[config.mk]
export PLATFORM = sky130hd
export DESIGN_NAME = control_unit_multicycle_flat
export DESIGN_NICKNAME = d
export VERILOG_FILES = /design/src/rtl/control_unit_multicycle_if.sv /design/src/rtl/control_unit_multicycle.sv /design/src/flat_wrapper.sv
export SDC_FILE = /design/constraint.sdc
export NUM_CORES = 1
export LEC_CHECK = 0
export ABC_AREA = 1
export CORE_MARGIN = 4
export CORE_UTILIZATION = 42
export CTS_CLUSTER_DIAMETER = 100
export DETAILED_ROUTE_END_ITERATION = 6
export PLACE_DENSITY = 0.8
export SYNTH_ARGS = -nofsm -noshare
export SYNTH_HDL_FRONTEND = slang
export SYNTH_SLANG_ARGS = --single-unit
[constraint.sdc]
create_clock -name clock -period 2.59 [get_ports clock]
set_input_delay 0.259 -clock clock [delete_from_list [all_inputs] [get_ports clock]]
set_output_delay 0.259 -clock clock [all_outputs]
set_load 0.005 [all_outputs]
[src/rtl/control_unit_multicycle_if.sv]
// Memory handshake bundle between the multi-cycle control unit and the
// instruction/data memories. The control unit is the master: it raises the
// requests and the memories answer with the ready signals.
interface control_unit_multicycle_if;
    logic i_mem_req;
    logic i_mem_ready;
    logic memRead;
    logic memWrite;
    logic d_mem_ready;

    modport master (
        output i_mem_req,
        output memRead,
        output memWrite,
        input  i_mem_ready,
        input  d_mem_ready
    );

    modport slave (
        input  i_mem_req,
        input  memRead,
        input  memWrite,
        output i_mem_ready,
        output d_mem_ready
    );
endinterface

[src/rtl/control_unit_multicycle.sv]
// Multi-cycle control unit for the BRISC-V core.
// Steps each RV32I instruction through FETCH, DECODE, EXECUTE, MEM and
// WRITEBACK, latches the decode fields once per instruction and emits
// one-cycle datapath strobes. A memory wait longer than MEM_TIMEOUT cycles or
// an unknown opcode parks the FSM in TRAP until reset.
// Optional feature: define CONTROL_UNIT_PERF_CNT_EN to build the cycle and
// retired-instruction counters; otherwise both outputs are tied to zero.
module control_unit_multicycle #(
    parameter int CORE        = 0,
    parameter int MEM_TIMEOUT = 16,
    parameter int CNT_WIDTH   = 32
) (
    input  logic                          clock,
    input  logic                          reset,
    control_unit_multicycle_if.master     mem_if,
    input  logic [6:0]                    opcode,
    input  logic                          hold,
    output logic                          ir_write,
    output logic                          regWrite,
    output logic                          pc_write,
    output logic                          branch_op,
    output logic                          memtoReg,
    output logic                          operand_B_sel,
    output logic [2:0]                    ALUOp,
    output logic [1:0]                    next_PC_sel,
    output logic [1:0]                    operand_A_sel,
    output logic [1:0]                    extend_sel,
    output logic                          illegal_instr,
    output logic                          timeout,
    output logic [2:0]                    state,
    output logic [CNT_WIDTH-1:0]          cycle_count,
    output logic [CNT_WIDTH-1:0]          instr_retired
);

    typedef enum logic [2:0] {
        ST_FETCH     = 3'd0,
        ST_DECODE    = 3'd1,
        ST_EXECUTE   = 3'd2,
        ST_MEM       = 3'd3,
        ST_WRITEBACK = 3'd4,
        ST_TRAP      = 3'd5
    } state_t;

    typedef enum logic [3:0] {
        CL_ILLEGAL = 4'd0,
        CL_R       = 4'd1,
        CL_I       = 4'd2,
        CL_STORE   = 4'd3,
        CL_LOAD    = 4'd4,
        CL_BRANCH  = 4'd5,
        CL_JALR    = 4'd6,
        CL_JAL     = 4'd7,
        CL_AUIPC   = 4'd8,
        CL_LUI     = 4'd9,
        CL_FENCE   = 4'd10,
        CL_SYSTEM  = 4'd11
    } cls_t;

    typedef struct packed {
        cls_t       cls;
        logic       branch_op;
        logic       mem_to_reg;
        logic       op_b_sel;
        logic [2:0] alu_op;
        logic [1:0] next_pc_sel;
        logic [1:0] op_a_sel;
        logic [1:0] ext_sel;
    } dec_t;

    // Wait counter only needs to reach MEM_TIMEOUT-1; at least one bit wide.
    localparam int WAIT_W = (MEM_TIMEOUT < 2) ? 1 : $clog2(MEM_TIMEOUT + 1);
    localparam int LIMIT  = (MEM_TIMEOUT > 0) ? (MEM_TIMEOUT - 1) : 0;

    state_t            state_r;
    state_t            state_next_s;
    dec_t              dec_r;
    dec_t              dec_s;
    logic              illegal_r;
    logic              timeout_r;
    logic [WAIT_W-1:0] wait_cnt_r;

    logic hold_eff_s;
    logic ready_s;
    logic wait_expire_s;
    logic req_s;
    logic ir_s;
    logic rd_s;
    logic wr_s;
    logic reg_s;
    logic pc_s;
    logic set_illegal_s;
    logic set_timeout_s;

    assign hold_eff_s    = hold && (state_r != ST_TRAP);
    assign ready_s       = (state_r == ST_FETCH) ? mem_if.i_mem_ready : mem_if.d_mem_ready;
    assign wait_expire_s = (MEM_TIMEOUT != 0) && (wait_cnt_r == WAIT_W'(LIMIT));

    // Opcode decode into an instruction class plus the datapath control fields.
    always_comb begin
        dec_s = '0;
        case (opcode)
            7'b0110011: dec_s.cls = CL_R;
            7'b0010011: dec_s.cls = CL_I;
            7'b0100011: dec_s.cls = CL_STORE;
            7'b0000011: dec_s.cls = CL_LOAD;
            7'b1100011: dec_s.cls = CL_BRANCH;
            7'b1100111: dec_s.cls = CL_JALR;
            7'b1101111: dec_s.cls = CL_JAL;
            7'b0010111: dec_s.cls = CL_AUIPC;
            7'b0110111: dec_s.cls = CL_LUI;
            7'b0001111: dec_s.cls = CL_FENCE;
            7'b1110011: dec_s.cls = CL_SYSTEM;
            default:    dec_s.cls = CL_ILLEGAL;
        endcase
        case (dec_s.cls)
            CL_I: begin
                dec_s.alu_op   = 3'b001;
                dec_s.op_b_sel = 1'b1;
            end
            CL_STORE: begin
                dec_s.alu_op   = 3'b101;
                dec_s.op_b_sel = 1'b1;
                dec_s.ext_sel  = 2'b01;
            end
            CL_LOAD: begin
                dec_s.alu_op     = 3'b100;
                dec_s.op_b_sel   = 1'b1;
                dec_s.mem_to_reg = 1'b1;
            end
            CL_BRANCH: begin
                dec_s.alu_op      = 3'b010;
                dec_s.next_pc_sel = 2'b01;
                dec_s.branch_op   = 1'b1;
            end
            CL_JAL: begin
                dec_s.alu_op      = 3'b011;
                dec_s.op_a_sel    = 2'b10;
                dec_s.next_pc_sel = 2'b10;
            end
            CL_JALR: begin
                dec_s.alu_op      = 3'b011;
                dec_s.op_a_sel    = 2'b10;
                dec_s.next_pc_sel = 2'b11;
            end
            CL_AUIPC: begin
                dec_s.alu_op   = 3'b110;
                dec_s.op_a_sel = 2'b01;
                dec_s.op_b_sel = 1'b1;
                dec_s.ext_sel  = 2'b10;
            end
            CL_LUI: begin
                dec_s.alu_op   = 3'b110;
                dec_s.op_a_sel = 2'b11;
                dec_s.op_b_sel = 1'b1;
                dec_s.ext_sel  = 2'b10;
            end
            default: dec_s.alu_op = 3'b000;
        endcase
    end

    // Next-state and strobe generation; hold freezes the FSM and masks strobes.
    always_comb begin
        state_next_s  = state_r;
        req_s         = 1'b0;
        ir_s          = 1'b0;
        rd_s          = 1'b0;
        wr_s          = 1'b0;
        reg_s         = 1'b0;
        pc_s          = 1'b0;
        set_illegal_s = 1'b0;
        set_timeout_s = 1'b0;
        case (state_r)
            ST_FETCH: begin
                req_s = 1'b1;
                if (mem_if.i_mem_ready) begin
                    ir_s         = 1'b1;
                    state_next_s = ST_DECODE;
                end else if (wait_expire_s) begin
                    set_timeout_s = 1'b1;
                    state_next_s  = ST_TRAP;
                end else begin
                    state_next_s = ST_FETCH;
                end
            end
            ST_DECODE: begin
                if (dec_s.cls == CL_ILLEGAL) begin
                    set_illegal_s = 1'b1;
                    state_next_s  = ST_TRAP;
                end else begin
                    state_next_s = ST_EXECUTE;
                end
            end
            ST_EXECUTE: begin
                case (dec_r.cls)
                    CL_LOAD, CL_STORE: state_next_s = ST_MEM;
                    CL_BRANCH, CL_FENCE, CL_SYSTEM: begin
                        pc_s         = 1'b1;
                        state_next_s = ST_FETCH;
                    end
                    default: state_next_s = ST_WRITEBACK;
                endcase
            end
            ST_MEM: begin
                if (dec_r.cls == CL_LOAD) begin
                    rd_s = 1'b1;
                end else begin
                    wr_s = 1'b1;
                end
                if (mem_if.d_mem_ready) begin
                    if (dec_r.cls == CL_LOAD) begin
                        state_next_s = ST_WRITEBACK;
                    end else begin
                        pc_s         = 1'b1;
                        state_next_s = ST_FETCH;
                    end
                end else if (wait_expire_s) begin
                    set_timeout_s = 1'b1;
                    state_next_s  = ST_TRAP;
                end else begin
                    state_next_s = ST_MEM;
                end
            end
            ST_WRITEBACK: begin
                reg_s        = 1'b1;
                pc_s         = 1'b1;
                state_next_s = ST_FETCH;
            end
            ST_TRAP: state_next_s = ST_TRAP;
            default: begin
                set_timeout_s = 1'b1;
                state_next_s  = ST_TRAP;
            end
        endcase
        if (hold_eff_s) begin
            state_next_s  = state_r;
            ir_s          = 1'b0;
            reg_s         = 1'b0;
            pc_s          = 1'b0;
            set_illegal_s = 1'b0;
            set_timeout_s = 1'b0;
        end else begin
            state_next_s = state_next_s;
        end
    end

    // FSM state register.
    always_ff @(posedge clock or negedge reset) begin
        if (!reset) begin
            state_r <= ST_FETCH;
        end else begin
            state_r <= state_next_s;
        end
    end

    // Decode fields latched once per instruction, in DECODE.
    always_ff @(posedge clock or negedge reset) begin
        if (!reset) begin
            dec_r <= '0;
        end else if ((state_r == ST_DECODE) && !hold_eff_s) begin
            dec_r <= dec_s;
        end else begin
            dec_r <= dec_r;
        end
    end

    // Sticky trap-cause flags; only reset clears them.
    always_ff @(posedge clock or negedge reset) begin
        if (!reset) begin
            illegal_r <= 1'b0;
            timeout_r <= 1'b0;
        end else begin
            illegal_r <= illegal_r | set_illegal_s;
            timeout_r <= timeout_r | set_timeout_s;
        end
    end

    // Memory wait counter: cleared on every state change, counts non-ready cycles.
    always_ff @(posedge clock or negedge reset) begin
        if (!reset) begin
            wait_cnt_r <= '0;
        end else if (hold_eff_s) begin
            wait_cnt_r <= wait_cnt_r;
        end else if (state_next_s != state_r) begin
            wait_cnt_r <= '0;
        end else if (((state_r == ST_FETCH) || (state_r == ST_MEM)) && !ready_s) begin
            wait_cnt_r <= wait_cnt_r + WAIT_W'(1);
        end else begin
            wait_cnt_r <= wait_cnt_r;
        end
    end

    // Strobes and requests are forced low for as long as reset is asserted.
    assign mem_if.i_mem_req = req_s & reset;
    assign mem_if.memRead   = rd_s  & reset;
    assign mem_if.memWrite  = wr_s  & reset;
    assign ir_write         = ir_s  & reset;
    assign regWrite         = reg_s & reset;
    assign pc_write         = pc_s  & reset;

    assign branch_op     = dec_r.branch_op;
    assign memtoReg      = dec_r.mem_to_reg;
    assign operand_B_sel = dec_r.op_b_sel;
    assign ALUOp         = dec_r.alu_op;
    assign next_PC_sel   = dec_r.next_pc_sel;
    assign operand_A_sel = dec_r.op_a_sel;
    assign extend_sel    = dec_r.ext_sel;
    assign illegal_instr = illegal_r;
    assign timeout       = timeout_r;
    assign state         = state_r;

`ifdef CONTROL_UNIT_PERF_CNT_EN
    logic [CNT_WIDTH-1:0] cycle_cnt_r;
    logic [CNT_WIDTH-1:0] retired_cnt_r;

    // Performance counters: cycles outside TRAP and completed instructions.
    always_ff @(posedge clock or negedge reset) begin
        if (!reset) begin
            cycle_cnt_r   <= '0;
            retired_cnt_r <= '0;
        end else begin
            if (state_r != ST_TRAP) begin
                cycle_cnt_r <= cycle_cnt_r + CNT_WIDTH'(1);
            end else begin
                cycle_cnt_r <= cycle_cnt_r;
            end
            if (pc_s) begin
                retired_cnt_r <= retired_cnt_r + CNT_WIDTH'(1);
            end else begin
                retired_cnt_r <= retired_cnt_r;
            end
        end
    end

    assign cycle_count   = cycle_cnt_r;
    assign instr_retired = retired_cnt_r;
`else
    assign cycle_count   = {CNT_WIDTH{1'b0}};
    assign instr_retired = {CNT_WIDTH{1'b0}};
`endif

endmodule
[src/flat_wrapper.sv]
// flat-port wrapper written by rule: the top's interface ports become plain ports
module control_unit_multicycle_flat 
#(
    parameter int CORE        = 0,
    parameter int MEM_TIMEOUT = 16,
    parameter int CNT_WIDTH   = 32
)
  (clock, reset, opcode, hold, ir_write, regWrite, pc_write, branch_op, memtoReg, operand_B_sel, ALUOp, next_PC_sel, operand_A_sel, extend_sel, illegal_instr, timeout, state, cycle_count, instr_retired, mem_if_i_mem_req, mem_if_memRead, mem_if_memWrite, mem_if_i_mem_ready, mem_if_d_mem_ready);
  control_unit_multicycle_if mem_if_i ();
  input  logic clock;
  input  logic reset;
  input  logic [6:0] opcode;
  input  logic hold;
  output logic ir_write;
  output logic regWrite;
  output logic pc_write;
  output logic branch_op;
  output logic memtoReg;
  output logic operand_B_sel;
  output logic [2:0] ALUOp;
  output logic [1:0] next_PC_sel;
  output logic [1:0] operand_A_sel;
  output logic [1:0] extend_sel;
  output logic illegal_instr;
  output logic timeout;
  output logic [2:0] state;
  output logic [CNT_WIDTH-1:0] cycle_count;
  output logic [CNT_WIDTH-1:0] instr_retired;
  output wire logic [$bits(mem_if_i.i_mem_req)-1:0] mem_if_i_mem_req;
  output wire logic [$bits(mem_if_i.memRead)-1:0] mem_if_memRead;
  output wire logic [$bits(mem_if_i.memWrite)-1:0] mem_if_memWrite;
  input wire logic [$bits(mem_if_i.i_mem_ready)-1:0] mem_if_i_mem_ready;
  input wire logic [$bits(mem_if_i.d_mem_ready)-1:0] mem_if_d_mem_ready;
  assign mem_if_i_mem_req = mem_if_i.i_mem_req;
  assign mem_if_memRead = mem_if_i.memRead;
  assign mem_if_memWrite = mem_if_i.memWrite;
  assign mem_if_i.i_mem_ready = mem_if_i_mem_ready;
  assign mem_if_i.d_mem_ready = mem_if_d_mem_ready;
  control_unit_multicycle #(.CORE(CORE), .MEM_TIMEOUT(MEM_TIMEOUT), .CNT_WIDTH(CNT_WIDTH)) u_core (.clock(clock), .reset(reset), .mem_if(mem_if_i), .opcode(opcode), .hold(hold), .ir_write(ir_write), .regWrite(regWrite), .pc_write(pc_write), .branch_op(branch_op), .memtoReg(memtoReg), .operand_B_sel(operand_B_sel), .ALUOp(ALUOp), .next_PC_sel(next_PC_sel), .operand_A_sel(operand_A_sel), .extend_sel(extend_sel), .illegal_instr(illegal_instr), .timeout(timeout), .state(state), .cycle_count(cycle_count), .instr_retired(instr_retired));
endmodule
==> results.md, run 1 <==
Routing:
- Dividing the detail-routed wire length by the instance count gives 11.0 um.
- The final wirelength is 4.31 mm.
- The total via count in the routed design is 1756.
- After the first detailed-routing iteration, the DRC count stood at 98.
- Before antenna repair, the detailed router went through 4 iterations.
- In the routed design, unresolved DRC markers number 0.
- The detail route stage leaves a number of antenna-violating nets equal to 0.
- In the routed layout, each cell is associated on average with a via count of 4.47.

Critical path:
- The critical path capture point is regWrite.
- STA classifies the critical path startpoint as a flip-flop.
- The worst path required time is 2.33 ns.
- The data arrival time of the critical path is 2.09 ns.
- The worst setup path is captured at an output pin.
- The worst setup path startpoint is u_core.state[2].
- The startpoint identified for the worst register-to-register timing path is u_core.wait_cnt_r[0].
- In this run the critical register-to-register path is captured at u_core.wait_cnt_r[0].
- The path type of the worst setup path is reg2out.
- The number of cells on the worst reg-to-reg path is 17.
- The maximum net fanout on the critical path is 7.
- Across all register-to-register paths, the minimum setup slack is 0.34 ns.

Worst hold path:
- The classification of the worst-slack hold path is in2async.

CTS:
- The clock passes through at most 2 buffers.
- In this run, CTS created clock tree buffers numbering 3.
- The clock tree root buffer cell is sky130_fd_sc_hd__clkbuf_8.
- CTS saw 25 sinks.
- Buffers added to address setup during post-CTS repair amount to 0.
- For the worst-skew pair, the clock arrives at the later sink with an insertion delay of 0.27 ns.
- The post-cts repair resize count is 0.
- The H-tree depth reported by CTS is 1.
- The clock tree from TritonCTS is done.
- The number of hold buffers added after CTS is 0.
- The clock-pin slew on the worst setup and hold paths is 0.08 ns.

Cells and area:
- The net count of the finished layout is 341.
- In the layout the commonest cells are sky130_fd_sc_hd__conb_1, sky130_fd_sc_hd__nand2_1, sky130_fd_sc_hd__clkdlybuf4s50_1.
- The leading cell type in the layout, fill and taps excluded is sky130_fd_sc_hd__conb_1.
- The number of antenna diodes in the final layout is 0.
- The share of final-layout standard cells stronger than drive strength 1 is 9.51%.
- The area growth from synthesis to layout is 8.07%.
- For this run, the share of the core covered by cells in the final layout is 48.0%.
- The final-layout fill cell count is 473.

Timing:
- Setup repair after global routing left no endpoint under its margin.
- The worst pin sits at a relative slew slack of 63.8%.
- The smallest setup slack after layout is 0.239 ns.
- Setup violations remaining at the end of the flow were counted as 0.
- For the pin with the worst max-slew slack, the measured transition is 0.538 ns.
- For this run, the top clock speed supported by timing is 425 MHz.
- The number of pins exceeding their max-slew limit in the final report is 0.
- The final count of hold timing violations is 0.
- On the final layout, the worst hold slack is 0.415 ns.
- After layout, the minimum clock period comes to 2.35 ns.
- The final setup skew is 0.00378 ns.
- Adding up every negative setup slack in the final design gives 0 ns.
- The final worst-path cycle share is 90.8%.

Global routing:
- The via count of the first global-routing pass is 1541.
- The initial antenna violation count was 0.
- Global routing used 13.2% of the available tracks.
- The first global-routing pass estimated 6.83 mm of wire.
- Summed over all layers, the global routing overflow is 0.
- Entering global routing, the biggest net connects 26 pins.

Yosys:
- The number of warnings reported in the yosys synthesis log is 0.
- The synthesized area per cell is 7.18 sq um.
- The number of storage elements in the synthesis netlist is 25.
- In this run the cell area of the synthesized design comes to 2140 sq um.
- For this run, the register share of the synthesized area comes to 29.2%.
- In the synthesized netlist, the number of instances is 298.
- The number of different library cells used by synthesis comes to 33.

Power and ir drop:
- Of the total power, the clock network draws 15.8%.
- In this run the power spent charging and discharging nets is 0.600 mW.
- The cell area power density is 621 nW/um^2.
- The static leakage power is 1.16 nW.
- The internal portion of the total power is 0.838 mW.
- Net switching is 41.7% of the power.
- The worst-case IR drop observed on VDD is 301 uV.
- The completed layout was analyzed and its total power is 1.44 mW.
- The sequential power share is 37.7%.
- Combinational logic is responsible for 46.5% of the overall power.

Place:
- At the placement stage, the worst setup path has a slack of 0.361 ns.
- Buffers placed on the I/O ports in this run total 34.
- The global placer's final weighted congestion is 0.964.
- The half-perimeter wire length of the detailed placement result is 3.53 mm.

Job:
- The count of maximum capacitance violations is 0.

Outcome:
- The run finished with clean final reports.

Die:
- In this run the horizontal extent of the chip is 79.4 um.
- The die height is 79.4 um.
- For this design the top-level I/O count stands at 99.
- The die area is 6300 sq um.
- The number of placement rows is 25.
- In this run the standard cell core region covers 4820 sq um.
- The effective utilization at floorplan is 44.4%.
-- how the worst min path moves through the flow --
| stage | slack, ns | endpoint | start | cells after the start |
|---|---|---|---|---|
| global placement | 0.45 | u_core.timeout | u_core.timeout | 1 |
| finish | 0.42 | u_core.wait_cnt_r[3] | reset | 2 |
| floorplan | -0.04 | u_core.ALUOp[0] | reset | 0 |
| CTS | 0.43 | u_core.wait_cnt_r[2] | reset | 2 |
| global route | 0.45 | u_core.wait_cnt_r[2] | reset | 2 |
| detailed placement | 0.45 | u_core.timeout | u_core.timeout | 1 |
-- synth_stat cells --
library cell,instances,area [sq um]
sky130_fd_sc_hd__a211oi_1,1,7.51
sky130_fd_sc_hd__a21boi_0,1,7.51
sky130_fd_sc_hd__a21o_1,1,7.51
sky130_fd_sc_hd__a21oi_1,3,15.0
sky130_fd_sc_hd__a21oi_2,1,8.76
sky130_fd_sc_hd__a31oi_1,1,6.26
sky130_fd_sc_hd__buf_2,1,5.00
sky130_fd_sc_hd__buf_4,73,548
sky130_fd_sc_hd__clkbuf_1,2,7.51
sky130_fd_sc_hd__clkinv_1,1,3.75
sky130_fd_sc_hd__conb_1,1,3.75
sky130_fd_sc_hd__dfrtp_1,25,626
sky130_fd_sc_hd__ha_1,2,25.0
sky130_fd_sc_hd__inv_1,19,71.3
sky130_fd_sc_hd__inv_2,10,37.5
sky130_fd_sc_hd__nand2_1,63,236
sky130_fd_sc_hd__nand2_2,4,25.0
sky130_fd_sc_hd__nand3_1,11,55.1
sky130_fd_sc_hd__nand3_2,3,30.0
sky130_fd_sc_hd__nand3_4,1,17.5
sky130_fd_sc_hd__nand4_1,10,62.6
sky130_fd_sc_hd__nor2_1,28,105
sky130_fd_sc_hd__nor2_2,1,6.26
sky130_fd_sc_hd__nor2_4,3,33.8
sky130_fd_sc_hd__nor3_1,9,45.0
sky130_fd_sc_hd__nor3_2,1,10.0
sky130_fd_sc_hd__nor4_1,1,6.26
sky130_fd_sc_hd__o21a_1,1,7.51
sky130_fd_sc_hd__o21ai_0,11,55.1
sky130_fd_sc_hd__o21ai_1,2,10.0
sky130_fd_sc_hd__o21bai_1,1,7.51
sky130_fd_sc_hd__o31ai_1,4,30.0
sky130_fd_sc_hd__xor2_1,2,17.5
-- sequential cells by signal (all words and copies together) (netlist names) --
name,cells
u_core.next_PC_sel,2
u_core.operand_B_sel,1
u_core.extend_sel,1
u_core.dec_r,4
u_core.wait_cnt_r,5
u_core.memtoReg,1
u_core.illegal_instr,1
u_core.ALUOp,3
u_core.branch_op,1
u_core.state,3
u_core.timeout,1
u_core.operand_A_sel,2
-- worst max-delay path, stage by stage (launching register included) --
cell	delay, ns
sky130_fd_sc_hd__dfrtp_1	0.52
sky130_fd_sc_hd__inv_2	0.12
sky130_fd_sc_hd__o31ai_2	0.33
sky130_fd_sc_hd__nand2_1	0.19
sky130_fd_sc_hd__nor2_1	0.15
sky130_fd_sc_hd__clkdlybuf4s50_1	0.52
-- layout make-up --
type,instances,area (sq um),share of cell area (%)
timing repair buffer,37,363,15.7
tap,67,83.8,3.62
inverter,30,113,4.87
clock buffer,4,45.0,1.95
multi-input combinational,230,1080,46.8
sequential,25,626,27.0
-- kinds of logic (layout without fill, tap and decap cells) --
family,Yosys count,count (layout),synth area share (%)
simple gates,135,135,29.6
buf+inv,106,71,31.4
compound gates,27,27,7.60
flops,25,25,29.2
fa+ha+maj,2,2,1.17
xor+xnor,2,2,0.818
other cells,1,64,0.175
-- layer usage --
| metal | vias up | track usage, % | part of all wire, % |
|---|---|---|---|
| li1 | 871 | - | - |
| met1 | 800 | 18.0 | 45 |
| met2 | 78 | 21.7 | 46 |
| met3 | 7 | 1.24 | 7.2 |
| met4 | 0 | 4.98 | 1.9 |
| met5 | - | 0 | 0 |
-- power by group through the flow --
| stage | registers, mW | clock network, mW | logic, mW |
|---|---|---|---|
| 2_1_floorplan | 0.529 | 0 | 0.500 |
| 3_3_place_gp | 0.544 | 0 | 0.634 |
| 3_5_place_dp | 0.547 | 0 | 0.656 |
| 4_1_cts | 0.540 | 0.232 | 0.663 |
| 5_1_grt | 0.553 | 0.250 | 0.746 |
| 6_report | 0.542 | 0.228 | 0.669 |
-- stage by stage --
| stage | instances | cell area [sq um] |
|---|---|---|
| final | 393 | 2310 |
| after global placement | 389 | 2260 |
| after CTS | 393 | 2310 |
| after detailed placement | 389 | 2260 |
| after global routing | 393 | 2310 |
| after floorplan | 361 | 2380 |
Note: power is estimated with default switching activity, not from simulation.
==> inputs of run 2 (changes only) <==
--- a/config.mk
+++ b/config.mk
@@ -10,6 +10,7 @@
 export CORE_UTILIZATION = 42
 export CTS_CLUSTER_DIAMETER = 100
 export DETAILED_ROUTE_END_ITERATION = 6
+export GPL_TIMING_DRIVEN = 0
 export PLACE_DENSITY = 0.8
 export SYNTH_ARGS = -nofsm -noshare
 export SYNTH_HDL_FRONTEND = slang
==> results.md, run 2 (synthesized netlist as in run 1, its figures left out) <==
Routing:
- The remaining antenna violation count is 0.
- In the routed layout, each cell is associated on average with a via count of 4.12.
- The number of optimization iterations in the first detailed-route pass is 4.
- After detailed routing, the average wire length per cell comes to 9.71 um.
- The routed layout has 1918 vias.
- After the first detailed-routing iteration, the DRC count stood at 120.
- The final wirelength is 4.53 mm.
- In the routed design, unresolved DRC markers number 0.

Critical path:
- The beginning of the worst register-to-register path is u_core.wait_cnt_r[0].
- For the worst flop-to-flop path, the logic depth is 15.
- The worst path required time is 2.33 ns.
- The data arrival time of the critical path is 2.18 ns.
- The nature of the critical path startpoint is a flip-flop.
- The maximum net fanout on the critical path is 10.
- The minimum setup slack among reg-to-reg paths is 0.45 ns.
- The critical path capture point is pc_write.
- The worst setup path is captured at an output pin.
- The most critical setup path has its startpoint at u_core.state[2].
- The terminus of the critical flop-to-flop path is u_core.wait_cnt_r[3].
- The path type of the worst setup path is reg2out.

Timing:
- The final count of hold timing violations was 0.
- Across all hold checks on the routed design, the worst slack comes to 0.101 ns.
- The final worst-path cycle share is 94.3%.
- Headroom to the max-slew limit came out at 54.2%.
- The total of endpoints with negative setup slack in the final report is 0.
- The final setup skew is 0.00340 ns.
- The number of pins exceeding their max-slew limit in the final report is 0.
- Setup repair after global routing left no endpoint under its margin.
- The maximum clock frequency is 409 MHz.
- The routed design could run at a clock period as short as 2.44 ns.
- The slew of the pin with the lowest slew margin is 0.688 ns.
- The smallest setup slack after layout is 0.146 ns.

Cells and area:
- The leading cell type in the layout, fill and taps excluded is sky130_fd_sc_hd__buf_4.
- The number of nets in the finished design is 414.
- Cells with a size suffix above 1 make up 26.1% of the layout.
- The final-layout fill cell count is 457.
- In the final layout, the registers with the most flip-flops are u_core.wait_cnt_r: 5 flops, u_core.dec_r: 4 flops.
- The final non-filler cell area is 2870 sq um.
- The register with the most flip-flops in the layout has 5 of them.
- The register with the most flip-flops in the final layout is u_core.wait_cnt_r.
- In the layout the commonest cells are sky130_fd_sc_hd__buf_4, sky130_fd_sc_hd__conb_1, sky130_fd_sc_hd__nand2_1.
- The flip-flop and latch area is 626 sq um.
- Summing all multi-input logic gate instances after layout gives 1090 sq um.
- The relative area change from synthesis to final layout is 34.0%.
- The number of antenna cells inserted is 0.

CTS:
- The clock passes through at most 2 buffers.
- CTS built an H-tree with a depth of 1.
- The number of setup buffers added after CTS is 0.
- TritonCTS built the clock tree.
- The clock-pin slew on the worst setup and hold paths is 0.10 ns.
- The clock buffer count from CTS is 3.
- The CTS sink count is 25.
- For the worst-skew pair, the clock arrives at the later sink with an insertion delay of 0.28 ns.
- The tree is rooted in a sky130_fd_sc_hd__clkbuf_8.

Global routing:
- After global routing the overflow that remains totals 0.
- The via count of the first global-routing pass is 1751.
- The first global-routing pass estimated 7.30 mm of wire.
- The largest net degree at the start of global routing is 28.
- The overall global routing resource usage is 14.2%.
- The initial antenna violation count came to 0.

Power and ir drop:
- VDD sags by at most 241 uV.
- The static leakage power is 1.55 nW.
- The cell area power density is 541 nW/um^2.

Die:
- The effective utilization at floorplan is 44.4%.
- The die height is 79.4 um.
- The die extent in x is 79.4 um.
- The boundary pin count is 99.
- Row generation in the floorplan step produced 25 rows.
- The core region is 4820 sq um.
- The die area is 6300 sq um.

Job:
- Max-cap violations in this run came to 0.

Worst hold path:
- The classification of the worst-slack hold path is in2async.

Place:
- During placement, the flow inserted port buffers numbering 34.
- OpenSTA, run right after detailed placement, puts the worst setup slack at -0.383 ns.
- The placed instances occupy a cell area of 2800 sq um.
- Once detailed placement completed, the half-perimeter wirelength came to 3.75 mm.
- The global placer's final weighted congestion is 0.854.

Outcome:
- The flow ran to the end, and the final reports show no timing, DRC or antenna violations.
run 2: changes by cell type in the layout (fill, tap and decap cells not counted), sizes merged:
| cell | previous run | this run |
|---|---|---|
| buf | 3 | 73 |
| clkbuf | 4 | 6 |
| clkdlybuf4s15 | 0 | 1 |
| clkdlybuf4s50 | 34 | 33 |
| clkinvlp | 0 | 1 |
run 2: how the worst min path moves through the flow:
stage               cells past startpoint               to            from  slack [ns]
finish                                  1  u_core.state[0]           reset        0.10
global route                            1  u_core.state[2]           reset        0.15
CTS                                     1  u_core.state[0]           reset        0.13
detailed placement                      1   u_core.timeout  u_core.timeout        0.45
global placement                        1   u_core.timeout  u_core.timeout        0.44
floorplan                               0  u_core.ALUOp[0]           reset       -0.04
run 2: report_power, final:
| part | internal, mW | total [mW] | switching (mW) |
|---|---|---|---|
| sequential | 0.458 | 0.540 | 0.0818 |
| clock | 0.109 | 0.248 | 0.139 |
| combinational | 0.349 | 0.765 | 0.416 |
| total | 0.916 | 1.55 | 0.636 |
run 2: repair_timing:
action,in CTS,in global routing
gates resized for setup,4,2
hold buffers,0,0
endpoints found under the setup margin,6,2
run 2: per-layer routing:
| metal | wire [um] | part of all wire (%) | GRT usage, % | vias up |
|---|---|---|---|---|
| met4 | 73 | 1.6 | 5.84 | 0 |
| met2 | 2070 | 46 | 23.0 | 83 |
| met1 | 2020 | 45 | 19.1 | 807 |
| met3 | 365 | 8.1 | 1.92 | 5 |
| li1 | - | - | - | 1023 |
| met5 | 0 | 0 | 0 | - |
run 2: layout make-up:
type                            count  share of cell area (%)
Buffer                             76                    19.6
Clock buffer                        3                    1.44
Clock inverter                      1                   0.262
Inverter                           30                    3.93
Multi-Input combinational cell    230                    38.1
Sequential cell                    25                    21.8
Tap cell                           67                    2.92
Timing Repair Buffer               34                    11.9
run 2: worst max-delay path, cell delays in order, from the launching register on:
cell and delay (ns):
sky130_fd_sc_hd__dfrtp_1 0.48, sky130_fd_sc_hd__inv_2 0.12, sky130_fd_sc_hd__o31ai_4 0.31, sky130_fd_sc_hd__clkbuf_4 0.28, sky130_fd_sc_hd__nand2_1 0.08, sky130_fd_sc_hd__nor2_1 0.13
sky130_fd_sc_hd__clkdlybuf4s50_1 0.50
run 2: stage by stage:
step                instances  TNS (ns)  utilization [%]  power [mW]
finish                    466         0             59.5        1.55
global route              466         0             59.5        1.68
CTS                       466         0             59.3        1.54
detailed placement        462     -1.56             58.2        1.29
global placement          462     -1.15             58.2        1.28
floorplan                 361         0                -        1.03
